===== src/rtl/datapath_pkg.sv =====
// Shared issue-stage types: FUST slot states, functional-unit indices and age-matrix rows.
package datapath_pkg;

  localparam int NUM_FU = 5;

  localparam int FU_IDX_ALU  = 0;
  localparam int FU_IDX_LDST = 1;
  localparam int FU_IDX_BR   = 2;
  localparam int FU_IDX_MLS  = 3;
  localparam int FU_IDX_GEMM = 4;

  typedef enum logic [1:0] {
    FUST_EMPTY = 2'd0,
    FUST_WAIT  = 2'd1,
    FUST_RDY   = 2'd2,
    FUST_EX    = 2'd3
  } fust_state_e;

  typedef logic [NUM_FU-1:0] age_row_t;

  // Slot is still waiting to issue (contends for arbitration).
  function automatic logic is_pending(input fust_state_e s);
    return (s == FUST_WAIT) || (s == FUST_RDY);
  endfunction

endpackage


===== src/rtl/issue_age_matrix.sv =====
// Age matrix for the issue slots: older_reg[i][j]=1 means slot i is older than slot j.
// Updated on alloc and squash; produces the one-hot oldest-eligible winner.
module issue_age_matrix #(
  parameter int NUM_FU = 5
) (
  input  logic              CLK,
  input  logic              RST,
  input  logic [NUM_FU-1:0] alloc_oh,
  input  logic [NUM_FU-1:0] occupied,
  input  logic [NUM_FU-1:0] squash,
  input  logic [NUM_FU-1:0] eligible,
  input  logic              grant_en,
  output logic [NUM_FU-1:0] win_oh
);

  logic [NUM_FU-1:0] older_reg [NUM_FU];

  genvar gi;
  generate
    for (gi = 0; gi < NUM_FU; gi++) begin : g_row
      logic [NUM_FU-1:0] row_next;
      logic              blocked;

      // A new arrival is younger than everything currently resident.
      always_comb begin
        row_next = older_reg[gi];
        if (alloc_oh[gi]) begin
          row_next = '0;
        end
        for (int j = 0; j < NUM_FU; j++) begin
          if (alloc_oh[j]) begin
            row_next[j] = occupied[gi];
          end
          if (squash[gi] || squash[j]) begin
            row_next[j] = 1'b0;
          end
        end
        row_next[gi] = 1'b0;
      end

      always_ff @(posedge CLK or posedge RST) begin
        if (RST) begin
          older_reg[gi] <= '0;
        end else begin
          older_reg[gi] <= row_next;
        end
      end

      // Column scan: any eligible slot older than this one blocks it.
      always_comb begin
        blocked = 1'b0;
        for (int j = 0; j < NUM_FU; j++) begin
          blocked = blocked | (eligible[j] & older_reg[j][gi]);
        end
      end

      assign win_oh[gi] = grant_en & eligible[gi] & ~blocked;
    end
  endgenerate

endmodule


===== src/rtl/issue_arbiter.sv =====
// Oldest-first issue scheduler over the FUST slots, with a registered one-hot grant.
// Define ISSUE_ARB_PERF_EN to build the per-slot lost-arbitration counters on stall_cnt.
module issue_arbiter #(
  parameter int                NUM_FU         = 5,
  parameter logic [NUM_FU-1:0] SPEC_HOLD_MASK = 5'b11010
) (
  input  logic                 CLK,
  input  logic                 RST,
  input  logic                 alloc_en,
  input  logic [NUM_FU-1:0]    alloc_fu,
  input  logic                 alloc_spec,
  input  logic                 freeze,
  input  logic [NUM_FU-1:0]    src_rdy,
  input  logic [NUM_FU-1:0]    fu_busy,
  input  logic [NUM_FU-1:0]    fu_done,
  input  logic                 branch_resolved,
  input  logic                 branch_miss,
  output logic [NUM_FU-1:0]    grant,
  output logic [NUM_FU*2-1:0]  slot_state,
  output logic [NUM_FU-1:0]    alloc_ready,
  output logic [NUM_FU*16-1:0] stall_cnt
);
  import datapath_pkg::*;

  logic [NUM_FU-1:0] alloc_hit;
  logic              alloc_valid;
  logic [NUM_FU-1:0] alloc_oh;
  logic [NUM_FU-1:0] occupied;
  logic [NUM_FU-1:0] candidate;
  logic [NUM_FU-1:0] eligible;
  logic [NUM_FU-1:0] squash;
  logic [NUM_FU-1:0] win_oh;
  logic [NUM_FU-1:0] grant_reg;

  assign alloc_hit   = alloc_fu & alloc_ready;
  assign alloc_valid = alloc_en & ~freeze & ~branch_miss & (|alloc_hit);
  assign alloc_oh    = alloc_valid ? alloc_hit : '0;

  genvar gi;
  generate
    for (gi = 0; gi < NUM_FU; gi++) begin : g_slot
      fust_state_e state_reg;
      logic        spec_reg;

      assign occupied[gi]          = (state_reg != FUST_EMPTY);
      assign alloc_ready[gi]       = (state_reg == FUST_EMPTY) ||
                                     ((state_reg == FUST_EX) && fu_done[gi]);
      assign candidate[gi]         = ((state_reg == FUST_WAIT) && src_rdy[gi]) ||
                                     (state_reg == FUST_RDY);
      assign eligible[gi]          = candidate[gi] & ~fu_busy[gi] &
                                     ~(spec_reg & SPEC_HOLD_MASK[gi]) & ~freeze;
      // The branch unit always holds the mispredicted branch itself.
      assign squash[gi]            = branch_miss & (spec_reg | (gi == FU_IDX_BR));
      assign slot_state[gi*2 +: 2] = state_reg;

      always_ff @(posedge CLK or posedge RST) begin
        if (RST) begin
          state_reg <= FUST_EMPTY;
          spec_reg  <= 1'b0;
        end else if (squash[gi]) begin
          state_reg <= FUST_EMPTY;
          spec_reg  <= 1'b0;
        end else begin
          unique case (state_reg)
            FUST_EMPTY: if (alloc_oh[gi]) state_reg <= FUST_WAIT;
            FUST_WAIT: begin
              if (win_oh[gi]) begin
                state_reg <= FUST_EX;
              end else if (candidate[gi] && !freeze) begin
                state_reg <= FUST_RDY;
              end
            end
            FUST_RDY:   if (win_oh[gi]) state_reg <= FUST_EX;
            FUST_EX: begin
              if (fu_done[gi]) begin
                state_reg <= alloc_oh[gi] ? FUST_WAIT : FUST_EMPTY;
              end
            end
            default:    state_reg <= FUST_EMPTY;
          endcase

          if (alloc_oh[gi]) begin
            spec_reg <= alloc_spec & ~branch_resolved;
          end else if (branch_resolved || ((state_reg == FUST_EX) && fu_done[gi])) begin
            spec_reg <= 1'b0;
          end
        end
      end

`ifdef ISSUE_ARB_PERF_EN
      logic [15:0] stall_reg;

      // Counts cycles an eligible slot loses to an older one; resets once it leaves WAIT/RDY.
      always_ff @(posedge CLK or posedge RST) begin
        if (RST) begin
          stall_reg <= '0;
        end else if (win_oh[gi] || squash[gi]) begin
          stall_reg <= '0;
        end else if (eligible[gi] && (stall_reg != 16'hFFFF)) begin
          stall_reg <= stall_reg + 16'd1;
        end
      end

      assign stall_cnt[gi*16 +: 16] = stall_reg;
`else
      assign stall_cnt[gi*16 +: 16] = 16'd0;
`endif
    end
  endgenerate

  issue_age_matrix #(
    .NUM_FU (NUM_FU)
  ) u_age (
    .CLK      (CLK),
    .RST      (RST),
    .alloc_oh (alloc_oh),
    .occupied (occupied),
    .squash   (squash),
    .eligible (eligible),
    .grant_en (~branch_miss),
    .win_oh   (win_oh)
  );

  always_ff @(posedge CLK or posedge RST) begin
    if (RST) begin
      grant_reg <= '0;
    end else begin
      grant_reg <= win_oh;
    end
  end

  assign grant = grant_reg;

  alloc_to_busy_slot: assert property (@(posedge CLK) disable iff (RST)
    (alloc_en && !freeze && !branch_miss) |-> ((alloc_fu & alloc_ready) != '0))
    else $error("issue_arbiter: alloc to non-ready slot %b", alloc_fu);

  grant_onehot: assert property (@(posedge CLK) disable iff (RST) $onehot0(grant))
    else $error("issue_arbiter: grant not one-hot %b", grant);

endmodule


===== config.mk =====
export PLATFORM = sky130hd
export DESIGN_NAME = issue_arbiter
export DESIGN_NICKNAME = d
export VERILOG_FILES = /design/src/rtl/datapath_pkg.sv /design/src/rtl/issue_age_matrix.sv /design/src/rtl/issue_arbiter.sv
export SDC_FILE = /design/constraint.sdc
export NUM_CORES = 1
export LEC_CHECK = 0
export CORE_ASPECT_RATIO = 1.1
export CORE_MARGIN = 2
export CORE_UTILIZATION = 46
export CTS_CLUSTER_SIZE = 20
export DETAILED_ROUTE_END_ITERATION = 10
export PLACE_DENSITY = 0.95
export SLEW_MARGIN = 30
export SYNTH_ARGS = -nofsm -noshare
export SYNTH_HDL_FRONTEND = slang
export SYNTH_SLANG_ARGS = --single-unit

===== constraint.sdc =====
create_clock -name CLK -period 4.1 [get_ports CLK]
set_input_delay 0.82 -clock CLK [delete_from_list [all_inputs] [get_ports CLK]]
set_output_delay 0.82 -clock CLK [all_outputs]
set_load 0.01 [all_outputs]

Word level (Yosys, flattened, before mapping)
Cells that the tools add are included.
{ "totals": {"ff_bits": 39, "latchBits": 0, "ram_bits": 0, "mem_bits_ro": 0, "out_inout_bits": 100, "n_memories": 0} }
{ "classes": {"addsub": 0, "n_mul": 0, "div": 0, "n_lt_le_gt_ge": 0, "n_eq_ne": 35, "shift": 0, "muxes": 98, "bitwise_logic": 83, "reduce_logical": 70} }
{ "ops": {"columns": ["operator", "count"], "rows": [
  ["2-to-1 mux 2 bit", 30],
  ["2-to-1 mux 1 bit", 57],
  ["bitwise AND 1 bit", 51],
  ["nonzero test 3 bit", 14],
  ["one-hot mux 2 bit (4 select lines)", 5],
  ["!= test 3 x 2 -> 1 bit, second input constant", 12],
  ["2-to-1 mux 5 bit", 5],
  ["logical OR 1 bit", 24],
  ["equality test 2 bit, second input constant", 10],
  ["AND reduction 4 bit", 5],
  ["!= test 4 x 2 -> 1 bit, second input constant", 4],
  ["inverter 1 bit", 16],
  ["logical AND 1 bit", 15],
  ["OR 1 bit", 15],
  ["equality test 2 x 1 -> 1 bit, second input constant", 5],
  ["logical NOT 2 bit", 5],
  ["nonzero test 2 bit", 5],
  ["!= test 3 bit, second input constant", 3],
  ["bitwise AND 5 bit", 1],
  ["OR reduction 5 bit", 1],
  ["2-to-1 mux 4 bit", 1],
  ["!= test 4 x 3 -> 1 bit, second input constant", 1],
  ["logical NOT 1 bit", 1]
]} }

Logic depth before layout (Yosys ltp)
Gate-level depths: netlist (run 1).
{ "depth": {"ltp_word": 15, "ltp_mapped": 8, "ltp_nobuf": 8} }

Hierarchy
A second synthesis (run 1) with hierarchy kept.
{ "unflattened": {"hier_cells": 359, "area_unflattened_um2": 3310.7} }
{ "modules_own_cells": {"columns": ["mod", "n_inst", "cells_per_inst", "area_each_um2"], "rows": [
  ["issue_arbiter", 1, 253, 2128.3],
  ["issue_age_matrix", 1, 106, 1182.4]
]} }

Worst setup path before layout (run 1)
OpenSTA, ideal clock, no wires.
{ "synth_timing": {"path_kind": "input -> register", "startpoint": "in branch_miss", "endpoint": "reg g_slot[1].state_reg[1]", "arrival_ps": 2325, "required_time_ps": 3975, "slack_ps": 1650, "stages": 7, "path_buffers": 1, "path_cell_list": "buf_6 -> or2_4 -> or4_1 -> a221o_1 -> a221oi_2 -> o21ai_2 -> mux2i_1"} }
{ "synth_between": {"elab_chain_len": 6, "word_cells_on_any_way": 15, "classes_between": "4 x eq/ne; 4 x mux; 6 x bitwise; 1 x reduce/logical"} }
{ "synth_rtl": {"columns": ["element", "line_no", "source"], "rows": [
  ["from (decl)", "issue_arbiter.sv:17", "input logic branch_miss,"],
  ["inverter 1 bit (*)", "issue_arbiter.sv:120", ".grant_en (~branch_miss),"],
  ["bitwise AND 1 bit (*) (2 in a row)", "issue_age_matrix.sv:57", "assign win_oh[gi] = grant_en & eligible[gi] & ~blocked;"],
  ["via u_age.win_oh[1]", "issue_age_matrix.sv:13", "output logic [NUM_FU-1:0] win_oh"],
  ["2-to-1 mux 2 bit", "issue_arbiter.sv:67", "if (win_oh[gi]) begin"],
  ["one-hot mux 2 bit (4 select lines)", "issue_arbiter.sv:64", "unique case (state_reg)"],
  ["2-to-1 mux 2 bit", "issue_arbiter.sv:60", "end else if (squash[gi]) begin"],
  ["to (signal assigned)", "issue_arbiter.sv:76", "state_reg <= alloc_oh[gi] ? FUST_WAIT : FUST_EMPTY;"],
  ["to (decl)", "issue_arbiter.sv:42", "fust_state_e state_reg;"]
]} }
Mark *: on every way through the listed nets, which the timed path passes. The rest lies on a longest branch.
A chain may end at the register's enable or synchronous reset.

Final worst setup path (run 1)
{ "layout_timing": {"startpoint": "in freeze", "endpoint": "reg g_slot[2].state_reg[0]"} }
{ "layout_between": {"elab_chain_len": 11, "word_cells_on_any_way": 31, "classes_between": "3 x eq/ne; 6 x mux; 19 x bitwise; 3 x reduce/logical"} }
{ "layout_rtl": {"columns": ["element", "line_no", "source"], "rows": [
  ["from (decl)", "issue_arbiter.sv:12", "input logic freeze,"],
  ["inverter 1 bit", "issue_arbiter.sv:36, issue_arbiter.sv:51", null],
  ["bitwise AND 1 bit", "issue_arbiter.sv:51", "~(spec_reg & SPEC_HOLD_MASK[gi]) & ~freeze;"],
  ["bitwise AND 1 bit", "issue_age_matrix.sv:53", "blocked = blocked | (eligible[j] & older_reg[j][gi]);"],
  ["OR 1 bit (3 in a row)", "issue_age_matrix.sv:53", null],
  ["inverter 1 bit", "issue_age_matrix.sv:57", null],
  ["bitwise AND 1 bit", "issue_age_matrix.sv:57", null],
  ["2-to-1 mux 2 bit", "issue_arbiter.sv:67", null],
  ["one-hot mux 2 bit (4 select lines)", "issue_arbiter.sv:64", null],
  ["2-to-1 mux 2 bit", "issue_arbiter.sv:60", null],
  ["to (signal assigned)", "issue_arbiter.sv:76", null],
  ["to (decl)", "issue_arbiter.sv:42", null]
]} }
Several ways; a longest one is shown, not always the timed one. The select of a mux whose other input is x is not followed.

==> summary.md, run 1 <==
| Metric | Value |
|---|---|
| Status | `complete, no violations` |
| Overflow after GRT | `0` |
| Die width | `81.79 um` |
| H-Tree Level Count | `2` |
| Root Driver | `clkbuf_8` |
| Core Area | `6516 um^2` |
| Initial DRC count | `506` |
| Number of post-CTS setup repair buffers | `0` |
| Hold Vio Cnt, Final | `0` |
| Vias after detailed routing | `2,646` |
| Int Pwr | `0.001133 W` |
| Setup tns final | `0 ps` |
| Final WL | `7.087 mm` |
| Peak per-stage delay on the critical path | `740 ps` |
| Post-synthesis xor/xnor area fraction | `0%` |
| Most frequent CP cell | `a211oi_1` |
| Largest net degree at the start of global routing | `40` |
| Post-route ant nets | `0` |
| Combinational share of power | `51.5%` |
| Deepest clock path buffer count | `2` |
| Residual DRC count | `0` |
| Leakage | `1.763 nW` |
| Flops & latches, synth | `39` |
| Fin nets | `464` |
| FMAX | `303.4 MHz` |
| Count leader, synth | `buf_4` |
| Largest cells by area after synthesis | `dfrtp_1 32%, buf_4 20%, ha_1 8.6%` |
| Critical path arrival | `3460 ps` |
| Worst hold stages | `1` |
| Yosys top cell area share | `31.88%` |
| Syn. warnings | `0` |
| List of most frequent post-synthesis cells | `80 x buf_4, 43 x nor2_1, 39 x dfrtp_1, 33 x nand2_1, 23 x inv_1` |
| Startpoint types | `primary input` |
| Slew Viols, Final | `0` |
| Mapped Area | `3062 um^2` |
| Synth Flop Type | `dfrtp_1` |
| Crit path cell chain | `clkdlybuf4s50_1, or2_1, a311o_1, a2111oi_1, o21ai_1, a211oi_1, a211oi_1` |
| RSZ-0062 raised after global routing | `false` |
| Crit end category | `flop` |
| Compound-Gate Fraction of Synth Area | `16.80%` |
| CTS tree | `yes` |
| Main combinational cell family by area after synthesis | `buffers and inverters` |
| R2r setup slk | `1510 ps` |
| VDD IR-drop max | `0.0002443 V` |
| Tmin final | `3296 ps` |
| Mux cell area share after synthesis | `1.308%` |
| Total GRT Usage | `19.92%` |
| Hold Buf Count CTS | `0` |
| Inserted Diodes | `0` |
| Clock latency at the later pin of the worst-skew pair | `290 ps` |
| Cells after synthesis | `363` |
| Placer Congestion | `0.9334` |
| Register area share after synthesis | `31.88%` |
| PD cells | `553.8 nW/um^2` |
| Detailed Place HPWL | `5.324 mm` |
| Post-Synth Adder-Cell Area | `8.582%` |
| Initial core utilization | `46.99%` |
| CTS Sinks | `39` |
| Clk_skew | `4.359 ps` |
| Worst-Margin Slew | `679.2 ps` |
| Period utilization | `80.38%` |
| Avg Inst Size Synth | `8.434 um^2` |
| Post-synth top area cell | `dfrtp_1` |
| Initial antenna violation count | `0` |
| Worst Hold Class | `reg2reg` |
| Slew margin rel. | `54.30%` |
| FP Rows | `31` |
| FFs w/ async S/R, synth | `100.0%` |
| TritonCTS Buffers | `5` |
| Post-synthesis to final-layout area growth | `13.28%` |
| Vias in the first global route | `2,407` |
| Worst r2r path cells | `8` |
| Full die area | `7325 um^2` |
| Drt first pass iters | `7` |
| Synth cell types | `43` |
| Sw Ratio | `41.00%` |
| Port Buffers | `46` |
| Worst setup path class | `in2reg` |
| Filler cells | `582` |
| Height of the chip | `89.57 um` |
| Clk pwr share | `17.3%` |
| Flop pwr share | `31.2%` |
| Psw | `0.0007875 W` |
| IO Count | `127` |
| Post-synth EDFFs | `0` |
| Via/cell ratio | `5.303` |
| Final setup fails | `0` |
| Crit Path Max Fanout | `14` |
| Routed len/inst | `14.20 um` |
| Cell Count Post-Placement | `491` |
| Cts repair resizes | `0` |
| Simple-gate portion of the synthesized area | `17.65%` |
| Clk slew on worst S/H paths | `70 ps` |
| Max_cap viols | `0` |
| Fin cells | `499` |
| Max reg flops | `20` |
| First-pass GRT wire length | `11.10 mm` |
| Critical Path RT | `4260 ps` |
| Share of cells above drive strength 1 | `5.995%` |
| Worst path slowest cell | `clkdlybuf4s50_1` |
[cell families after synthesis]
family / after synthesis
multiplexers: 4
AND/OR/NAND/NOR: 113
other: 1
flip-flops: 39
adder cells (fa/ha/maj): 21
AO/OA/AOI/OAI: 74
buffers and inverters: 111
[worst max-delay path: cells and delay by family]
family,cells,cell delay [ps]
AOI/OAI and AO/OA,5,1490
buffers and inverters,1,740
and+or+nand+nor,1,400
[cell usage in the layout, fill, tap and decap left out, types with 2 or more instances in the layout]
| cell type | instances |
|---|---|
| a221o_1 | 3 |
| buf_4 | 9 |
| o211ai_1 | 2 |
| dfrtp_1 | 39 |
| inv_1 | 23 |
| nand3_1 | 9 |
| a221oi_2 | 4 |
| clkdlybuf4s50_1 | 46 |
| or4_1 | 4 |
| a21oi_1 | 9 |
| o21ai_0 | 18 |
| a22oi_1 | 2 |
| nor2_1 | 43 |
| a2111oi_0 | 2 |
| nor2b_1 | 2 |
| nand2_1 | 33 |
| a221oi_1 | 2 |
| ha_1 | 21 |
| conb_1 | 80 |
| o21ai_2 | 2 |
| a211oi_1 | 3 |
| nand2b_1 | 3 |
| a31oi_1 | 17 |
| and3b_1 | 4 |
| clkbuf_8 | 6 |
| nor4_1 | 3 |
| nand4b_1 | 4 |
| a21o_1 | 4 |
| mux2i_1 | 4 |
[area by class of cell]
| type | instances | area [um^2] | area share, % |
|---|---|---|---|
| clock buffers | 6 | 82.58 | 2.381 |
| clock inverters | 2 | 35.03 | 1.010 |
| inverters | 23 | 86.33 | 2.489 |
| multi-input cells | 292 | 1658 | 47.80 |
| flip-flops and latches | 39 | 975.9 | 28.14 |
| well taps | 82 | 102.6 | 2.958 |
| repair buffers | 55 | 528.0 | 15.22 |
[power by group through the flow]
stage	Combinational [W]	Clock, W	Sequential (W)
finish	0.000990	0.000332	0.000599
global route	0.00109	0.000356	0.000613
CTS	0.000979	0.000338	0.000597
detailed placement	0.000975	0	0.000601
global placement	0.000927	0	0.000601
floorplan	0.000663	0	0.000601
[routing by layer]
layer / GRT usage, % / vias to the layer above / wire length, um
met1: 23.05 / 1242 / 2697
met5: 0 / - / 0
li1: - / 1185 / -
met4: 8.485 / 0 / 234
met2: 35.18 / 188 / 3495
met3: 4.545 / 31 / 661
[worst paths after layout]
kind	end	start
setup / recovery	g_slot[2].state_reg[0]	freeze
hold / removal	grant[3]	u_age.older_reg[3]
setup reg to reg	g_slot[2].state_reg[0]	g_slot[2].state_reg[1]
hold reg to reg	grant[3]	u_age.older_reg[3]
max in group asynchronous	u_age.older_reg[9]	RST
min in group asynchronous	u_age.older_reg[10]	RST
[metrics by stage]
stage	hold WS [ps]	util, %	cell area (um^2)	setup slack [ps]	total power [W]
3_3_place_gp	469.3	51.42	3351	815.7	0.001528
2_1_floorplan	447.7	-	3358	1650	0.001264
6_report	494.7	53.23	3468	804.3	0.001921
5_1_grt	503.8	53.23	3468	684.7	0.002061
4_1_cts	494.0	53.23	3468	880.5	0.001915
3_5_place_dp	478.4	51.42	3351	587.6	0.001577
Note: power is estimated with default switching activity, not from simulation.
==> inputs of run 2 (changes only) <==
--- a/config.mk
+++ b/config.mk
@@ -7,10 +7,10 @@
 export LEC_CHECK = 0
 export CORE_ASPECT_RATIO = 1.1
 export CORE_MARGIN = 2
-export CORE_UTILIZATION = 46
+export CORE_UTILIZATION = 40
 export CTS_CLUSTER_SIZE = 20
 export DETAILED_ROUTE_END_ITERATION = 10
-export PLACE_DENSITY = 0.95
+export PLACE_DENSITY = 0.9
 export SLEW_MARGIN = 30
 export SYNTH_ARGS = -nofsm -noshare
 export SYNTH_HDL_FRONTEND = slang
==> constraint.sdc (replaced) <==
create_clock -name CLK -period 3 [get_ports CLK]
set_input_delay 0.6 -clock CLK [delete_from_list [all_inputs] [get_ports CLK]]
set_output_delay 0.6 -clock CLK [all_outputs]
set_load 0.01 [all_outputs]
==> run 2 against run 1 <==
Compared with the run above: clock skew decreased by 0.65 ps; clock-buffer cell count increased by 1; global-route usage decreased by 2.4 points; core utilization decreased by 6.4 points; via count decreased by 0.49%; cell area increased by 0.43%; combinational power increased by 36%; routed wire length increased by 2.3%; first-iteration DRC count decreased by 48%; sequential power increased by 37%; final cell count increased by 2.2%; hold slack improved by 10 ps.
==> summary.md, run 2 (synthesis gave the netlist of run 1 again) <==
| Metric | Value |
|---|---|
| Fin cells | `510 (+2.2%)` |
| Reg-to-reg startpoint | `g_slot[2].state_reg[0]` |
| Clk pwr share | `13.9% (-3.4 points)` |
| Most common cell after layout, fill and taps aside | `conb_1` |
| Clk slew on worst S/H paths | `70 ps (about the same)` |
| Worst hold stages | `1 (unchanged)` |
| Startpoint types | `primary input` |
| Worst setup path class | `in2reg` |
| Combinational share of power | `53.6% (+2.1 points)` |
| Initial antenna violation count | `0 (unchanged)` |
| R2r setup slk | `590 ps (-920 ps)` |
| Psw | `0.001069 W (+36%)` |
| VDD IR-drop max | `0.0003409 V (+40%)` |
| RSZ-0062 raised after global routing | `false` |
| Period utilization | `88.05%` |
| Via/cell ratio | `5.163 (-2.6%)` |
| HP Start | `g_slot[0].spec_reg` |
| Worst Hold Endpoint | `g_slot[0].state_reg[0]` |
| TritonCTS Buffers | `5 (unchanged)` |
| Worst-Margin Slew | `488.6 ps (-190.6 ps)` |
| Initial core utilization | `41.20% (-5.8 points)` |
| Placer Congestion | `0.9329 (about the same)` |
| Largest net degree at the start of global routing | `40 (unchanged)` |
| Deepest clock path buffer count | `2 (unchanged)` |
| Hold Buf Count CTS | `0 (unchanged)` |
| Filler cells | `692 (+19%)` |
| Cell Count Post-Placement | `502 (+2.2%)` |
| Crit Reg-Reg Endpoint | `g_slot[0].state_reg[0]` |
| FMAX | `378.6 MHz` |
| Power, Total | `0.002521 W (+31%)` |
| CP delay by family, top | `compound AO/OA/AOI/OAI gates` |
| Critical path arrival | `2840 ps (-620 ps)` |
| Final WL | `7.252 mm (+2.3%)` |
| Int Pwr | `0.001452 W (+28%)` |
| Flop pwr share | `32.5% (+1.3 points)` |
| Leakage | `1.775 nW (+0.68%)` |
| Hold Vio Cnt, Final | `0 (unchanged)` |
| Crit end category | `flop` |
| Worst path slowest cell | `clkdlybuf4s50_1` |
| DP Worst Slack | `122.7 ps (-465.0 ps)` |
| Port Buffers | `46 (unchanged)` |
| Detailed Place HPWL | `5.538 mm (+4.0%)` |
| Status | `complete, no violations` |
| Fin nets | `470 (+1.3%)` |
| Slew Viols, Final | `0 (unchanged)` |
| Peak per-stage delay on the critical path | `500 ps (-240 ps)` |
| Slew margin rel. | `66.59% (+12 points)` |
| Die width | `87.42 um (+6.9%)` |
| Max reg flops | `20 (unchanged)` |
| Residual DRC count | `0 (unchanged)` |
| PD cells | `723.7 nW/um^2 (+31%)` |
| H-Tree Level Count | `2 (unchanged)` |
| Bufs and invs on worst path | `1 (unchanged)` |
| Share of cells above drive strength 1 | `6.856% (+0.86 points)` |
| Inserted Diodes | `0 (unchanged)` |
| Most frequent CP cell | `a221oi_2` |
| Post-route ant nets | `0 (unchanged)` |
| Worst Hold Class | `reg2reg` |
| Root Driver | `clkbuf_8` |
| IO Count | `127 (unchanged)` |
| Routed len/inst | `14.22 um (+0.12%)` |
| Total GRT Usage | `17.53% (-2.4 points)` |
| Tmin final | `2641 ps` |
| Sw Ratio | `42.40% (+1.4 points)` |
| Setup tns final | `0 ps (unchanged)` |
| Critical Path RT | `3200 ps (-1060 ps)` |
| Worst r2r path cells | `8 (unchanged)` |
| Setup ws final | `358.6 ps (-445.7 ps)` |
| Post-synthesis to final-layout area growth | `13.77%` |
| Clk_skew | `3.713 ps (-0.6461 ps)` |
| Crit path cell chain | `clkdlybuf4s50_1, or2_4, or3_1, a221o_1, a221oi_2, o211ai_1, a221oi_2` |
| Cts repair resizes | `0 (unchanged)` |
| First-pass GRT wire length | `11.43 mm (+3.0%)` |
| Height of the chip | `95.76 um (+6.9%)` |
| Number of post-CTS setup repair buffers | `0 (unchanged)` |
| CTS Sinks | `39 (unchanged)` |
| Clock latency at the later pin of the worst-skew pair | `290 ps (about the same)` |
| Crit Path Max Fanout | `4 (-10)` |
| Drt first pass iters | `5 (-2)` |
| Vias after detailed routing | `2,633 (-0.49%)` |
| Vias in the first global route | `2,383 (-1.0%)` |
| Max_cap viols | `0 (unchanged)` |
| Worst hold slack | `505.2 ps (+10.46 ps)` |
| Initial DRC count | `262 (-48%)` |
| Core Area | `7432 um^2 (+14%)` |
| CTS tree | `yes` |
| Final setup fails | `0 (unchanged)` |
| FP Rows | `33 (+6.5%)` |
| Most frequent cells in the layout | `80 x conb_1, 46 x clkdlybuf4s50_1, 43 x nor2_1, 39 x dfrtp_1, 33 x nand2_1` |
| Full die area | `8371 um^2 (+14%)` |
| Overflow after GRT | `0 (unchanged)` |
-- run 2: cell types whose count changed in the layout (fill, tap and decap cells not counted), sizes merged --
| cell | before | now |
|---|---|---|
| bufinv | 1 | 0 |
| clkbuf | 6 | 7 |
| buf | 9 | 15 |
-- run 2: how the worst max path moves through the flow --
stage                                start                     end  cells past startpoint  slack, ps
floorplan           g_slot[4].state_reg[0]  g_slot[2].state_reg[0]                      8        750
detailed placement                  freeze  g_slot[0].state_reg[0]                      7        120
CTS                                 freeze  g_slot[0].state_reg[0]                      7        420
finish                              freeze  g_slot[0].state_reg[0]                      7        360
global route                        freeze  g_slot[0].state_reg[0]                      7        350
global placement                    freeze  g_slot[0].state_reg[0]                      7        250
-- run 2: routing by layer --
metal,share of wire [%],routed length [um],track usage [%]
met4,2.1,152,5.128
met1,38,2772,21.43
met3,8.9,645,4.117
met2,51,3682,30.68
met5,0,0,0
-- run 2: metrics by stage --
stage / utilization (%) / instance area [um^2]
detailed placement: 45.77 / 3402
floorplan: - / 3358
global route: 46.87 / 3483
global placement: 45.77 / 3402
CTS: 46.87 / 3483
finish: 46.87 / 3483
-- run 2: final cells by class --
type,instances,area (um^2),area share (%)
clock buffer,7,76.32,2.191
timing repair buffer,61,573.1,16.45
inverter,23,86.33,2.478
multi-input combinational,292,1658,47.59
tap,87,108.9,3.125
sequential,39,975.9,28.02
clock inverter,1,5.005,0.1437
-- run 2: power groups by stage --
stage / Sequential [W] / Combinational, W / Clock, W
CTS: 0.000819 / 0.00135 / 0.000352
finish: 0.000820 / 0.00135 / 0.000350
detailed placement: 0.000825 / 0.00134 / 0
global route: 0.000840 / 0.00150 / 0.000381
global placement: 0.000821 / 0.00128 / 0
floorplan: 0.000821 / 0.000906 / 0
==> edit: new RTL, flow settings as in run 2 <==
Add a define of `ISSUE_ARB_PERF_EN`.
--- a/src/rtl/issue_arbiter.sv
+++ b/src/rtl/issue_arbiter.sv
@@ -1,5 +1,7 @@
 // Oldest-first issue scheduler over the FUST slots, with a registered one-hot grant.
 // Define ISSUE_ARB_PERF_EN to build the per-slot lost-arbitration counters on stall_cnt.
+`define ISSUE_ARB_PERF_EN
+
 module issue_arbiter #(
   parameter int                NUM_FU         = 5,
   parameter logic [NUM_FU-1:0] SPEC_HOLD_MASK = 5'b11010
Function: changed (Yosys sat finds a counterexample within 4 cycles, from zero or initial values and one cycle with RST high).
==> edit against run 2 <==
Fmax rose by 0.91%; total power rose to 2.6 times the old value; highest routed layer unchanged; sequential cell count rose by 80; wire length rose to 2.6 times the old value; critical path type is now reg -> out; worst setup slack improved by 0.024 ns; design area rose to 2.7 times the old value; area after synthesis rose by 130%.
==> edit: results <==
set metrics [dict create \
    seq_area_frac_synth 0.4299 \
    clk_share 0.07436 \
    port_buffers 126 \
    root_buffer "clkbuf_16" \
    pg_comb_mw 2.02 \
    place_area_um2 8566 \
    largest_net_degree_at_the_start_of_global_routing 120 \
    largest_register_ffs 80 \
    post-place-cells 1108 \
    grt_first_pass_wirelength_mm 30.43 \
    dp_slack_ns 0.2008 \
    first_global_vias 6062 \
    synth_top_cells_by_count "dfrtp_1 (119), nor2_1 (110), xnor2_1 (54)" \
    htree_num_levels 4 \
    detailedRoute.firstIterationViolations 424 \
    groute.usage.overall 0.2091 \
    synth_fa_ha_area_frac 0.05058 \
    finalNonFillerCells 1139 \
    synth-compound-area-share 0.1237 \
    pwr.group.sequential_mw 2.08 \
    muxShareOfSynthArea 0.01879 \
    numCtsBuffers 17 \
    worstPathArrival_ns 2.02 \
    critical-path-top-delay-family "buffers and inverters" \
    post_synth_num_cell_types 65 \
    synthCells 746 \
    seq_cell_count 119 \
    buffers_excl_clock 146 \
    seq_share 0.3218 \
    clockBufferCount 23 \
    async_flop_share 1.000 \
    fraction_of_final_layout_cells_sized_beyond_drive_strength_1 0.07403 \
    synth-xor-area-share 0.07460 \
    crit_fanout 6 \
    worst_slew_pin_slew_ns 0.8666 \
    cell_area_power_density_nw_per_um2 701.2 \
    synth_area_leaders "dfrtp_1 (43%), xnor2_1 (6.8%), nor2_1 (6.0%)" \
    routabilityCongestion 0.8721 \
    vdd_drop_max_mv 0.4262 \
    final.setup_skew_ns 0.009339 \
    insertion_delay_ns 0.42 \
    dp_hpwl_mm 13.09 \
    outcome "complete, no violations" \
    tapcell.inserted 234 \
    num-multi-input-gates 581 \
    multi_input_combinational_area_share 0.4039 \
    number_of_vias_after_detailed_routing 6303 \
    non_clock_inverter_count 28 \
    buffer_share_of_cell_area 0.1566 \
]
## edit: worst paths after layout
kind	depth (start not counted)	slack, ns	to	start
min in group asynchronous	3	0.72	g_slot[2].stall_reg[15]$_DFFE_PP0P_	RST
max	4	0.38	alloc_ready[2]	g_slot[2].state_reg[1]$_DFFE_PP0P_
min	2	0.54	u_age.older_reg[21]$_DFFE_PP0P_	u_age.older_reg[21]$_DFFE_PP0P_
max reg2reg	8	0.55	g_slot[0].stall_reg[2]$_DFFE_PP0P_	g_slot[1].state_reg[0]$_DFFE_PP0P_
min reg2reg	2	0.54	u_age.older_reg[21]$_DFFE_PP0P_	u_age.older_reg[21]$_DFFE_PP0P_
max in group asynchronous	3	1.79	g_slot[1].stall_reg[14]$_DFFE_PP0P_	RST
## edit: routing by layer
layer | part of all wire | vias up | global-route usage
met5 | 0 | - | 0
met4 | 0.034 | 0 | 0.1036
met3 | 0.056 | 45 | 0.03910
met2 | 0.49 | 224 | 0.3424
met1 | 0.42 | 3046 | 0.2651
li1 | - | 2988 | -
